===== config.mk =====
export PLATFORM = sky130hd
export DESIGN_NAME = seg_scan_display_flat
export DESIGN_NICKNAME = d
export VERILOG_FILES = /design/src/rtl/seg_pkg.sv /design/src/rtl/seg_scan_display_if.sv /design/src/rtl/bin2bcd_seq.sv /design/src/rtl/seg_scan_display.sv /design/src/flat_wrapper.sv
export SDC_FILE = /design/constraint.sdc
export NUM_CORES = 1
export LEC_CHECK = 0
export CAP_MARGIN = 20
export CORE_MARGIN = 4
export CORE_UTILIZATION = 30
export DETAILED_ROUTE_END_ITERATION = 8
export PLACE_DENSITY = 0.43
export SYNTH_ARGS = -nofsm -noshare
export SYNTH_HDL_FRONTEND = slang
export SYNTH_SLANG_ARGS = --single-unit

===== constraint.sdc =====
create_clock -name clk -period 5.4 [get_ports clk]
set_input_delay 0.81 -clock clk [delete_from_list [all_inputs] [get_ports clk]]
set_output_delay 0.81 -clock clk [all_outputs]
set_load 0.05 [all_outputs]

===== src/rtl/seg_pkg.sv =====
// Shared types and constants for the seven-segment scan display and its BCD converter.
package seg_pkg;

  typedef enum logic [1:0] {
    IDLE,
    CONV,
    DONE
  } conv_state_e;

  localparam logic [7:0] SEG_BLANK        = 8'hFF;
  localparam int         SCAN_DIV_DEFAULT = 100000;

  // Active-low glyphs for 0-F with the decimal point off.
  localparam logic [7:0] GLYPH [16] = '{
    8'hC0, 8'hF9, 8'hA4, 8'hB0, 8'h99, 8'h92, 8'h82, 8'hF8,
    8'h80, 8'h90, 8'h88, 8'h83, 8'hC6, 8'hA1, 8'h86, 8'h8E
  };

  // A lit digit gets its glyph plus a decimal point that lights on overflow.
  function automatic logic [7:0] seg_encode(input logic [3:0] nib,
                                            input logic       blank,
                                            input logic       ovf);
    logic [7:0] g;
    g = GLYPH[nib];
    if (blank) return SEG_BLANK;
    return {~ovf, g[6:0]};
  endfunction

endpackage


===== src/rtl/seg_scan_display_if.sv =====
// Value/mode inputs and segment/anode outputs of the scan display.
interface seg_scan_display_if;
  logic        mod;
  logic [31:0] data;
  logic [7:0]  SEG;
  logic [7:0]  AN;
  logic        busy;

  modport master (output mod, output data, input SEG, input AN, input busy);
  modport slave  (input mod, input data, output SEG, output AN, output busy);
endinterface


===== src/rtl/bin2bcd_seq.sv =====
// Sequential 32-bit binary to 10-digit BCD converter (double-dabble, one bit per clock).
// done is high during the cycle whose clock edge performs the final shift;
// bcd holds the complete result from the next cycle until the next start.
module bin2bcd_seq (
  input  logic        clk,
  input  logic        clr_n,
  input  logic        start,
  input  logic [31:0] bin,
  output logic        done,
  output logic [39:0] bcd
);

  logic [31:0] shift_q, shift_d;
  logic [39:0] acc_q, acc_d;
  logic [39:0] adj;
  logic [4:0]  cnt_q, cnt_d;
  logic        run_q, run_d;

  // Load on start, otherwise add-3-then-shift once per cycle for 32 cycles.
  always_comb begin
    adj     = acc_q;
    shift_d = shift_q;
    acc_d   = acc_q;
    cnt_d   = cnt_q;
    run_d   = run_q;
    for (int i = 0; i < 10; i++) begin
      if (acc_q[4*i +: 4] >= 4'd5) adj[4*i +: 4] = acc_q[4*i +: 4] + 4'd3;
    end
    if (start) begin
      shift_d = bin;
      acc_d   = '0;
      cnt_d   = '0;
      run_d   = 1'b1;
    end else if (run_q) begin
      acc_d   = (adj << 1) | {39'b0, shift_q[31]};
      shift_d = {shift_q[30:0], 1'b0};
      cnt_d   = cnt_q + 5'd1;
      if (cnt_q == 5'd31) run_d = 1'b0;
    end
  end

  // Converter registers; reset abandons any conversion in flight.
  always_ff @(posedge clk or negedge clr_n) begin
    if (!clr_n) begin
      shift_q <= '0;
      acc_q   <= '0;
      cnt_q   <= '0;
      run_q   <= 1'b0;
    end else begin
      shift_q <= shift_d;
      acc_q   <= acc_d;
      cnt_q   <= cnt_d;
      run_q   <= run_d;
    end
  end

  assign done = run_q && (cnt_q == 5'd31);
  assign bcd  = acc_q;

endmodule


===== src/rtl/seg_scan_display.sv =====
// 8-digit multiplexed seven-segment driver: hex passthrough or blanked unsigned decimal.
module seg_scan_display
  import seg_pkg::*;
#(
  parameter int SCAN_DIV = SCAN_DIV_DEFAULT,
  parameter int CNT_W    = 17
) (
  input  logic               clk,
  input  logic               clr_n,
  seg_scan_display_if.slave  bus
);

  conv_state_e     state_q, state_d;
  logic [7:0][3:0] dig_q, dig_d;
  logic [7:0]      blank_q, blank_d;
  logic            ovf_q, ovf_d;
  logic            start;
  logic            bcd_done;
  logic [39:0]     bcd;
  logic [7:0]      bcd_blank;
  logic            nonzero_seen;

  logic [CNT_W-1:0] pre_q, pre_d;
  logic [2:0]       idx_q, idx_d;
  logic [7:0]       seg_q, seg_d;
  logic [7:0]       an_q, an_d;

  bin2bcd_seq u_bcd (
    .clk   (clk),
    .clr_n (clr_n),
    .start (start),
    .bin   (bus.data),
    .done  (bcd_done),
    .bcd   (bcd)
  );

  // Leading-zero blanking: digit k blanks when every digit from 7 down to k is zero.
  always_comb begin
    bcd_blank    = '0;
    nonzero_seen = 1'b0;
    for (int k = 7; k >= 1; k--) begin
      nonzero_seen = nonzero_seen | (bcd[4*k +: 4] != 4'd0);
      bcd_blank[k] = ~nonzero_seen;
    end
  end

  // Conversion sequencing; the display register only changes in IDLE (hex) or DONE (decimal).
  always_comb begin
    state_d = state_q;
    dig_d   = dig_q;
    blank_d = blank_q;
    ovf_d   = ovf_q;
    start   = 1'b0;
    case (state_q)
      IDLE: begin
        if (bus.mod) begin
          dig_d   = bus.data;
          blank_d = '0;
          ovf_d   = 1'b0;
        end else begin
          start   = 1'b1;
          state_d = CONV;
        end
      end
      CONV: if (bcd_done) state_d = DONE;
      DONE: begin
        dig_d   = bcd[31:0];
        ovf_d   = |bcd[39:32];
        blank_d = bcd_blank;
        state_d = IDLE;
      end
      default: state_d = IDLE;
    endcase
  end

  // Conversion state and display register.
  always_ff @(posedge clk or negedge clr_n) begin
    if (!clr_n) begin
      state_q <= IDLE;
      dig_q   <= '0;
      blank_q <= '0;
      ovf_q   <= 1'b0;
    end else begin
      state_q <= state_d;
      dig_q   <= dig_d;
      blank_q <= blank_d;
      ovf_q   <= ovf_d;
    end
  end

  // Scan timing: hold each digit SCAN_DIV clocks, then step to the next one.
  always_comb begin
    pre_d = pre_q + CNT_W'(1);
    idx_d = idx_q;
    if (pre_q == CNT_W'(SCAN_DIV - 1)) begin
      pre_d = '0;
      idx_d = idx_q + 3'd1;
    end
    an_d  = ~(8'b1 << idx_q);
    seg_d = seg_encode(dig_q[idx_q], blank_q[idx_q], ovf_q);
  end

  // Scanner registers; outputs stay dark while reset is held.
  always_ff @(posedge clk or negedge clr_n) begin
    if (!clr_n) begin
      pre_q <= '0;
      idx_q <= '0;
      seg_q <= SEG_BLANK;
      an_q  <= 8'hFF;
    end else begin
      pre_q <= pre_d;
      idx_q <= idx_d;
      seg_q <= seg_d;
      an_q  <= an_d;
    end
  end

  assign bus.SEG  = seg_q;
  assign bus.AN   = an_q;
  assign bus.busy = (state_q == CONV);

endmodule

===== src/flat_wrapper.sv =====
// flat-port wrapper written by rule: the top's interface ports become plain ports
module seg_scan_display_flat import seg_pkg::*;
#(
  parameter int SCAN_DIV = SCAN_DIV_DEFAULT,
  parameter int CNT_W    = 17
)
  (clk, clr_n, bus_mod, bus_data, bus_SEG, bus_AN, bus_busy);
  seg_scan_display_if bus_i ();
  input  logic clk;
  input  logic clr_n;
  input wire logic [$bits(bus_i.mod)-1:0] bus_mod;
  input wire logic [$bits(bus_i.data)-1:0] bus_data;
  output wire logic [$bits(bus_i.SEG)-1:0] bus_SEG;
  output wire logic [$bits(bus_i.AN)-1:0] bus_AN;
  output wire logic [$bits(bus_i.busy)-1:0] bus_busy;
  assign bus_i.mod = bus_mod;
  assign bus_i.data = bus_data;
  assign bus_SEG = bus_i.SEG;
  assign bus_AN = bus_i.AN;
  assign bus_busy = bus_i.busy;
  seg_scan_display #(.SCAN_DIV(SCAN_DIV), .CNT_W(CNT_W)) u_core (.clk(clk), .clr_n(clr_n), .bus(bus_i));
endmodule

==> impl_results.md, run 1 <==
- Synth Instances: 820
- 1st-iter DRT viols: 320
- # clock sinks: 156
- GPL Wtd Cong: ~0.74
- Reg2reg start: u_core.idx_q[0]
- Reg2Reg Setup Slack: ~2.5 ns
- Fmax: 0.341 GHz
- Tot Pwr: about 5300 uW
- Worst skew pair latency: ~0.43 ns
- Async S/R FF share, synth: 100%
- Number of global-route vias before repair: 5683
- Max-slew violations: 0
- Die area: between 20000 and 30000 sq um
- Reg2Reg Depth: 5
- Post-CTS sizing: 0
- Status: completed
- Total Routing Usage GR: between 10% and 20%
- Yosys cell types: 58
- Worst EP arrival: 3.27 ns
- Initial Util: between 30% and 40%
- Total CTS buffers: 17
- Boundary pin count: 52
- Detailed-route vias per instance: about 4.7
- Critical Path RT: 5.74 ns
- Startpoint Class: flop
- Root Driver: clkbuf_16
- Antenna Nets Post-Route: 0
- Worst-path clk slew: 0.07 ns
- First-pass GRT wire length: 32000 um
- # hold bufs at CTS: 0
- Area Overhead vs Synth: 18.9%
- Antenna violations before repair: 0
- Worst vdd ir: 0.214 mV
- Syn_area_per_cell: 9.94 sq um
- Largest stage delay on the critical path: 0.81 ns
- Hold Path Class: in2async
- Max-Slew Margin vs Limit: 35.6%
- Diode count: 0
- Period Utilization, post-route: 54.3%
- Pleak: 0.00462 uW
- PwrDens: between 500 and 600 nW/um^2
- 1st-pass router iterations: 4
- Rows: 60
- Post-Synthesis Net Count: 897
- Pin count of the biggest net entering global routing: 110
- Max-cap violation count: 0
- CTS Buffer Depth: 2
- CTS H-Tree Depth: 4
- CTS tree: yes
- Die H: 173 um
- # Post-CTS Setup Buffers: 0
- Share of cells above drive strength 1: 9.55%
- Final Skew: 0.0105 ns
- Die extent in x: ~170 um
- Hold Vio Cnt, Final: 0
- FF+latch count, synth: 156
- CP Class: reg2reg
- Core Area: 26900 sq um
- Number of synthesized flops with an enable pin: 0
- GRT overflow: 0
- Setup crit end kind: flop
- Final HPWL DP: 13300 um
- DR WL/cell: 15.9 um
- Fin Setup TNS: 0 ns
- Top FF cell, synth: dfrtp_1
- Synth Cell Area: between 8000 and 9000 sq um
- Yosys warnings: 0
- RSZ-0062 raised after global routing: no
- Final wirelength: 19200 um
- Cell Chain, Critical Path: mux4_2 > mux2i_1 > nand3_1 > or3_1 > o311a_1
- Worst-Margin Slew: 0.939 ns
- Slowest-stage cell, CP: dfrtp_1
- Setup violations, final: 0
- Worst-path maximum fanout: 15
- Via count of the routed design: roughly 5700
- Nets@finish: 933
- R2R Path End: u_core.bus.SEG[0]
- Sequential share of the synthesized area: roughly 48%
- Port Buffers: 51
- Residual DRC count: 0
- Period minus WS final: 2.93 ns
## kinds of logic (layout without fill, tap and decap cells)
logic type / count (synthesis) / count (layout) / share of synthesized area, %
adder cells (fa/ha/maj): 42 / 42 / 6.45
flip-flops: 156 / 156 / 48.1
buffers and inverters: 71 / 120 / 3.45
AND/OR/NAND/NOR: 251 / 251 / 13.9
AO/OA/AOI/OAI: 173 / 173 / 12.0
XOR/XNOR: 29 / 29 / 3.12
multiplexers: 98 / 98 / 13.0
## worst max-delay path: cells and delay by family (launching register included)
kind / cells / cell delay (ns)
multiplexers: 2 / 1.37
flip-flops: 1 / 0.81
AO/OA/AOI/OAI: 1 / 0.13
AND/OR/NAND/NOR: 2 / 0.54
## area by class of cell
type	count	area, sq um
sequential	156	3930
timing repair buffer	58	584
fill	2703	17200
tap	341	427
multi-input combinational	593	3960
clock buffer	18	439
inverter	30	113
clock inverter	14	239
## metrics by stage
stage               std cells  util, %  area (sq um)  hold WS (ns)  worst slack, ns
floorplan                 820        -          8150         0.372             3.20
global placement         1177     33.4          8990         0.460             2.54
detailed placement       1177     33.4          8990         0.463             2.48
CTS                      1209     36.0          9670         0.445             2.46
global route             1210     36.1          9690         0.485             2.28
finish                   1210     36.1          9690         0.425             2.47
## worst max path at each step
| stage | slack (ns) | endpoint | from |
|---|---|---|---|
| after floorplan | 3.20 | u_core.bus.SEG[3] | u_core.idx_q[0] |
| after global placement | 2.54 | u_core.bus.SEG[0] | u_core.idx_q[0] |
| after detailed placement | 2.48 | u_core.bus.SEG[0] | u_core.idx_q[0] |
| after CTS | 2.46 | u_core.bus.SEG[0] | u_core.idx_q[0] |
| after global routing | 2.28 | u_core.bus.SEG[0] | u_core.idx_q[0] |
| final | 2.47 | u_core.bus.SEG[0] | u_core.idx_q[0] |
## per-layer routing
layer	vias up	global-route usage [%]	routed length, um
li1	2897	-	-
met1	2698	19.3	9880
met2	66	20.3	8680
met3	13	2.73	465
met4	0	3.29	186
met5	-	0	0
## placed cells by master (no fill, tap or decap), types with 4 or more instances in the layout
master	Yosys	final
o211ai_1	7	7
bufinv_16	0	6
o21ai_0	86	86
xor2_1	8	8
inv_1	29	29
nand2b_1	13	12
dfstp_2	16	16
mux2_2	10	10
mux4_2	5	5
ha_1	42	42
nand3_1	21	21
or3_1	4	4
nor2_1	63	63
nand4_1	4	4
and3_1	4	4
clkbuf_16	0	17
a21oi_1	49	49
dfrtp_1	140	139
xnor2_1	21	21
buf_4	1	6
mux2i_1	83	83
a211oi_1	4	4
nand2_1	118	118
a21o_1	5	5
clkdlybuf4s50_1	0	50
nor3b_1	7	7
## cells in the mapped netlist (5+ instances only)
cell      number  area, sq um
xor2_1         8         70.1
nor3b_1        7         52.6
mux4_2         5          113
nand3_1       21          105
nand2_1      118          443
a21o_1         5         37.5
clkbuf_1      29          109
inv_1         29          109
mux2_2        10          113
xnor2_1       21          184
a21oi_1       49          245
nor2_1        63          236
mux2i_1       83          831
buf_1          7         26.3
o211ai_1       7         52.6
o21ai_0       86          430
dfrtp_1      140         3500
nand2b_1      13         81.3
ha_1          42          526
dfstp_2       16          420
## flip-flops by register name, indices dropped and copies added, names as in the netlist
| signal | flops |
|---|---|
| u_core.u_bcd.bcd | 40 |
| u_core.ovf_q | 1 |
| u_core.pre_q | 17 |
| u_core.blank_q | 7 |
| u_core.u_bcd.run_q | 1 |
| u_core.bus.AN | 8 |
| u_core.u_bcd.shift_q | 32 |
| u_core.idx_q | 3 |
| u_core.bus.SEG | 8 |
| u_core.state_q | 2 |
| u_core.u_bcd.cnt_q | 5 |
| u_core.dig_q | 32 |
## power by group
part | switching [uW] | internal (uW) | leakage [uW]
Combinational | 1050 | 866 | 0.00234
Sequential | 412 | 1620 | 0.00195
Clock | 516 | 883 | 0.000328
Total | 1970 | 3370 | 0.00462
Power figures use the tool's default switching activity.
==> run 2: changes to the inputs <==
- clock period: 5.4 -> 2.7 ns (I/O delays scaled with it)
==> run 2 against run 1 <==
Compared with the run above:
- critical path depth is 3 lower
- sequential cell count stayed put
- power is 93% higher
- combinational power is 110% higher
- first-iteration DRC count is 9.1% higher
- clock power is 68% higher
- register-to-register slack worse by 2.1 ns
- critical path type is now reg2out
- cell count is 0.58% higher
- routed wire length is 1.9% higher
- global-route usage is 0.060 points higher
==> impl_results.md, run 2 (synthesized netlist as in run 1, its figures left out) <==
- Boundary pin count: 52 (unchanged)
- Via count of the routed design: 5692 (+0.32%)
- Worst-path clk slew: 0.06 ns (about the same)
- Setup violations, final: 0 (unchanged)
- Total CTS buffers: 17 (unchanged)
- Core Area: 26900 sq um (unchanged)
- Final Skew: 0.0124 ns (+0.00192 ns)
- Share of cells above drive strength 1: 10.0% (+0.49 points)
- Worst skew pair latency: 0.43 ns (about the same)
- Hold Path Class: reg2reg
- Period minus WS final: 2.39 ns
- Gr busiest metal: met2
- Die extent in x: 173 um (unchanged)
- Fin Setup TNS: 0 ns (unchanged)
- Die area: 29900 sq um (unchanged)
- PwrDens: 1060 nW/um^2 (+93%)
- Fmax: roughly 0.42 GHz
- Antenna Nets Post-Route: 0 (unchanged)
- CTS H-Tree Depth: 4 (unchanged)
- CTS Buffer Depth: 2 (unchanged)
- # hold bufs at CTS: 1 (+1)
- Most frequent cells in the layout: 139 x dfrtp_1, 118 x nand2_1, 86 x o21ai_0
- # Post-CTS Setup Buffers: 0 (unchanged)
- Antenna violations before repair: 0 (unchanged)
- Die H: 173 um (unchanged)
- Rows: 60 (unchanged)
- # clock sinks: 156 (unchanged)
- Leading cell type in the layout, fill and taps excluded: dfrtp_1
- Number of global-route vias before repair: 5771 (+1.5%)
- Max-Slew Margin vs Limit: 52.4% (+17 points)
- Final wirelength: 19600 um (+1.9%)
- Met3 usage: 2.49% (-0.24 points)
- GRT overflow: 0 (unchanged)
- Startpoint Class: flop
- Final HPWL DP: 13900 um (+4.6%)
- Max-slew violations: 0 (unchanged)
- Max-cap violation count: 0 (unchanged)
- Hold slack: 0.482 ns (+0.0567 ns)
- CP Class: reg2out
- Root Driver: clkbuf_16
- 1st-pass router iterations: 5 (+1)
- Largest register FFs: 40 (unchanged)
- Worst-Margin Slew: 0.705 ns (-0.235 ns)
- Detailed-route vias per instance: 4.68 (-0.26%)
- Pin count of the biggest net entering global routing: 81 (-26%)
- 1st-iter DRT viols: 349 (+9.1%)
- Grt met2 use: 20.4% (+0.066 points)
- Worst EP arrival: 1.99 ns (-1.28 ns)
- GPL Wtd Cong: 0.762 (+3.4%)
- Period Utilization, post-route: 88.7%
- Area Overhead vs Synth: 19.1%
- Diode count: 0 (unchanged)
- Hold Vio Cnt, Final: 0 (unchanged)
- Port Buffers: 51 (unchanged)
- Pleak: 0.00462 uW (about the same)
- Initial Util: 30.3% (unchanged)
- CTS tree: yes
- First-pass GRT wire length: 32400 um (+1.4%)
- Grt met1 use: 19.4% (+0.18 points)
- Status: completed
- Fin util: 36.1% (+0.056 points)
- Nets@finish: 940 (+0.75%)
- Residual DRC count: 0 (unchanged)
- Tot Pwr: 10300 uW (+93%)
- Post-CTS sizing: 0 (unchanged)
- Setup crit end kind: output port
- RSZ-0062 raised after global routing: no
- Worst-path maximum fanout: 6 (-9)
- DR WL/cell: 16.1 um (+1.3%)
- Total Routing Usage GR: 13.3% (+0.060 points)
- Worst vdd ir: 0.449 mV (+110%)
- Critical Path RT: 2.30 ns (-3.44 ns)
-- run 2: cell types whose count changed in the layout (fill, tap and decap cells not counted) --
cell           previous run  this run
buf_12                    0         7
buf_16                    1         0
bufinv_16                 6         1
clkbuf_1                  0         1
clkbuf_8                  1         2
clkinv_2                  3         2
clkinv_4                  1         3
clkinvlp_4                2         4
dlygate4sd3_1             0         1
inv_6                     1         2
inv_8                     1         0
-- run 2: metrics by stage --
step	setup WS, ns	std cells	instance area (sq um)
6_report	0.306	1217	9710
3_3_place_gp	0.458	1184	9130
3_5_place_dp	0.336	1184	9130
4_1_cts	0.267	1217	9710
2_1_floorplan	0.504	820	8150
5_1_grt	0.102	1217	9710
-- run 2: worst max-delay path, stage by stage, from the launching register on --
cell,delay (ns)
dfrtp_1,0.46
nor2b_1,0.25
clkdlybuf4s50_1,0.85
-- run 2: final cells by class --
class                           count  area, sq um
Clock buffer                       20          457
Clock inverter                     12          114
Fill cell                        2711        17200
Inverter                           30          113
Multi-Input combinational cell    593         3960
Sequential cell                   156         3930
Tap cell                          341          427
Timing Repair Buffer               65          707
-- run 2: path summary, 6_finish.rpt --
kind | startpoint | slack, ns | depth (start not counted) | end
setup / recovery | u_core.state_q[1] | 0.31 | 2 | bus_busy
hold / removal | u_core.ovf_q | 0.48 | 1 | u_core.bus.SEG[7]
setup reg to reg | u_core.idx_q[0] | 0.41 | 8 | u_core.bus.SEG[3]
hold reg to reg | u_core.ovf_q | 0.48 | 1 | u_core.bus.SEG[7]
max in group asynchronous | clr_n | 1.51 | 3 | u_core.bus.AN[7]
min in group asynchronous | clr_n | 0.49 | 2 | u_core.u_bcd.bcd[10]
-- run 2: metal layers --
metal / wire (um) / vias to the layer above
li1: - / 2916
met1: 10200 / 2705
met2: 8760 / 56
met3: 458 / 15
met4: 198 / 0
met5: 0 / -
-- run 2: where the power goes --
part | switching, uW | internal, uW
Combinational | 2170 | 1770
Clock | 1030 | 1320
Sequential | 785 | 3240
Total | 3980 | 6330
==> run 3: changes to the inputs <==
- CORE_UTILIZATION: 30 -> 50
- PLACE_DENSITY: 0.43 -> 0.66
==> run 3 against run 2 <==
Compared with the run above:
- via count is 4.1% higher
- non-clock buffer count down 2
- sequential cell count unchanged
- cell count fell by 11%
- critical path depth rose by 5
- register-to-register slack lost 0.12 ns
- count of clock-buffer cells in the layout is 2 higher
- routed wire length shrank 7.6%
- hold slack got worse by 0.48 ns
==> impl_results.md, run 3 (synthesized netlist as in run 1, its figures left out) <==
- Pre-CTS setup slack: 0.317 ns (-0.0187 ns)
- Worst-Margin Slew: 0.680 ns (-0.0249 ns)
- Die area: 18400 sq um (-38%)
- RSZ-0062 raised after global routing: no
- Hold Path Class: in2async
- Nets@finish: 938 (-0.21%)
- R2R Path End: u_core.bus.SEG[3]
- First-pass GRT wire length: 30700 um (-5.3%)
- Antenna Nets Post-Route: 0 (unchanged)
- Number of global-route vias before repair: 6043 (+4.7%)
- CTS Buffer Depth: 2 (unchanged)
- Total CTS buffers: 17 (unchanged)
- DR WL/cell: 16.6 um (+3.2%)
- Worst skew pair latency: 0.43 ns (about the same)
- # hold bufs at CTS: 0 (-1)
- Antenna violations before repair: 0 (unchanged)
- Reg2Reg Setup Slack: 0.29 ns (-0.12 ns)
- Period Utilization, post-route: 89.4% (+0.75 points)
- Setup violations, final: 0 (unchanged)
- Total Routing Usage GR: 21.2% (+7.9 points)
- Max-cap violation count: 0 (unchanged)
- Largest stage delay on the critical path: 0.68 ns (-0.17 ns)
- Pleak: 0.00461 uW (-0.17%)
- Final Skew: 0.00736 ns (-0.00508 ns)
- Die H: 136 um (-21%)
- Cell Chain, Critical Path: mux4_2 > mux2_2 > inv_1 > ha_1 > inv_1 > mux2i_1 > a32oi_1
- Area Overhead vs Synth: 16.3%
- Detailed-route vias per instance: 5.44 (+16%)
- CTS H-Tree Depth: 4 (unchanged)
- 1st-iter DRT viols: 353 (+1.1%)
- GPL Wtd Cong: 0.846 (+11%)
- Status: completed
- Worst-path maximum fanout: 11 (+5)
- GRT overflow: 0 (unchanged)
- Fmax: 0.414 GHz (-0.84%)
- Final wirelength: 18100 um (-7.6%)
- # Post-CTS Setup Buffers: 0 (unchanged)
- CTS tree: yes
- CP dominant cell by count: inv_1
- Via count of the routed design: 5926 (+4.1%)
- PwrDens: 1080 nW/um^2 (+1.8%)
- Die extent in x: 136 um (-21%)
- Most frequent cells in the layout: 139 x dfrtp_1, 118 x nand2_1, 86 x o21ai_0
- Hold slack: 0.00361 ns (-0.478 ns)
- Worst EP arrival: 2.76 ns (+0.77 ns)
- # clock sinks: 156 (unchanged)
- Initial Util: 51.1% (+21 points)
- Reg2Reg Depth: 7 (-1)
- Startpoint Class: flop
- 1st-pass router iterations: 5 (unchanged)
- Reg2reg start: u_core.idx_q[0]
- Tot Pwr: 10300 uW (-0.55%)
- Residual DRC count: 0 (unchanged)
- Hold Vio Cnt, Final: 0 (unchanged)
- Leading cell type in the layout, fill and taps excluded: dfrtp_1
- Diode count: 0 (unchanged)
- Period minus WS final: 2.41 ns (+0.0203 ns)
- Largest register FFs: 40 (unchanged)
- CP Class: reg2reg
- Core Area: 15900 sq um (-41%)
- Port Buffers: 51 (unchanged)
- Root Driver: clkbuf_16
- Max-slew violations: 0 (unchanged)
- Final setup margin: 0.285 ns (-0.0203 ns)
- Pin count of the biggest net entering global routing: 91 (+12%)
- Boundary pin count: 52 (unchanged)
- Post-CTS sizing: 0 (unchanged)
- Critical Path RT: 3.05 ns (+0.75 ns)
- Worst-path clk slew: 0.06 ns (about the same)
- Slowest-stage cell, CP: dfrtp_1
- Share of cells above drive strength 1: 9.74% (-0.31 points)
- Final HPWL DP: 12800 um (-7.6%)
- Rows: 46 (-23%)
- Setup crit end kind: flop
- Max-Slew Margin vs Limit: 54.7% (+2.3 points)
- Worst vdd ir: 0.699 mV (+56%)
- Fin Setup TNS: 0 ns (unchanged)
run 3: changes by cell type in the layout (fill, tap and decap cells not counted), sizes merged:
cell / before / now
inv: 31 / 29
clkbuf: 20 / 22
clkinvlp: 4 / 0
dlygate4sd3: 1 / 0
buf: 14 / 13
clkinv: 6 / 9
run 3: metrics by stage:
step	cells	area (sq um)	util [%]
4_1_cts	1089	9480	59.5
3_3_place_gp	1058	8940	56.1
2_1_floorplan	820	8150	-
3_5_place_dp	1058	8940	56.1
6_report	1089	9480	59.5
5_1_grt	1089	9480	59.5
run 3: area by class of cell:
| cell class | count | area [sq um] |
|---|---|---|
| Tap cell | 216 | 270 |
| Clock inverter | 9 | 70.1 |
| Fill cell | 1382 | 6460 |
| Clock buffer | 22 | 474 |
| Multi-Input combinational cell | 593 | 3960 |
| Sequential cell | 156 | 3930 |
| Timing Repair Buffer | 63 | 664 |
| Inverter | 30 | 113 |
run 3: critical path: cells and delay by family (launching register included):
family / cells / cell delay [ns]
AO/OA/AOI/OAI: 1 / 0.21
adder cells (fa/ha/maj): 1 / 0.27
multiplexers: 3 / 0.96
flip-flops: 1 / 0.68
buffers and inverters: 2 / 0.21
run 3: routing by layer:
layer	wire length, um	GRT usage (%)	vias up
met4	394	7.61	0
li1	-	-	2913
met1	8330	28.5	2871
met3	669	5.13	32
met2	8690	33.7	110
met5	0	0	-
run 3: power by group:
group          switching (uW)  leakage, uW  internal [uW]
Combinational            2260      0.00238           1770
Sequential                748      0.00195           3240
Clock                     912     0.000279           1320
Total                    3920      0.00461           6330
run 3: worst max-delay path by stage:
stage | start | end
floorplan | u_core.idx_q[0] | u_core.bus.SEG[3]
global placement | u_core.idx_q[0] | u_core.bus.SEG[3]
detailed placement | u_core.idx_q[0] | u_core.bus.SEG[3]
CTS | u_core.state_q[1] | bus_busy
global route | u_core.idx_q[0] | u_core.bus.SEG[4]
finish | u_core.idx_q[0] | u_core.bus.SEG[3]
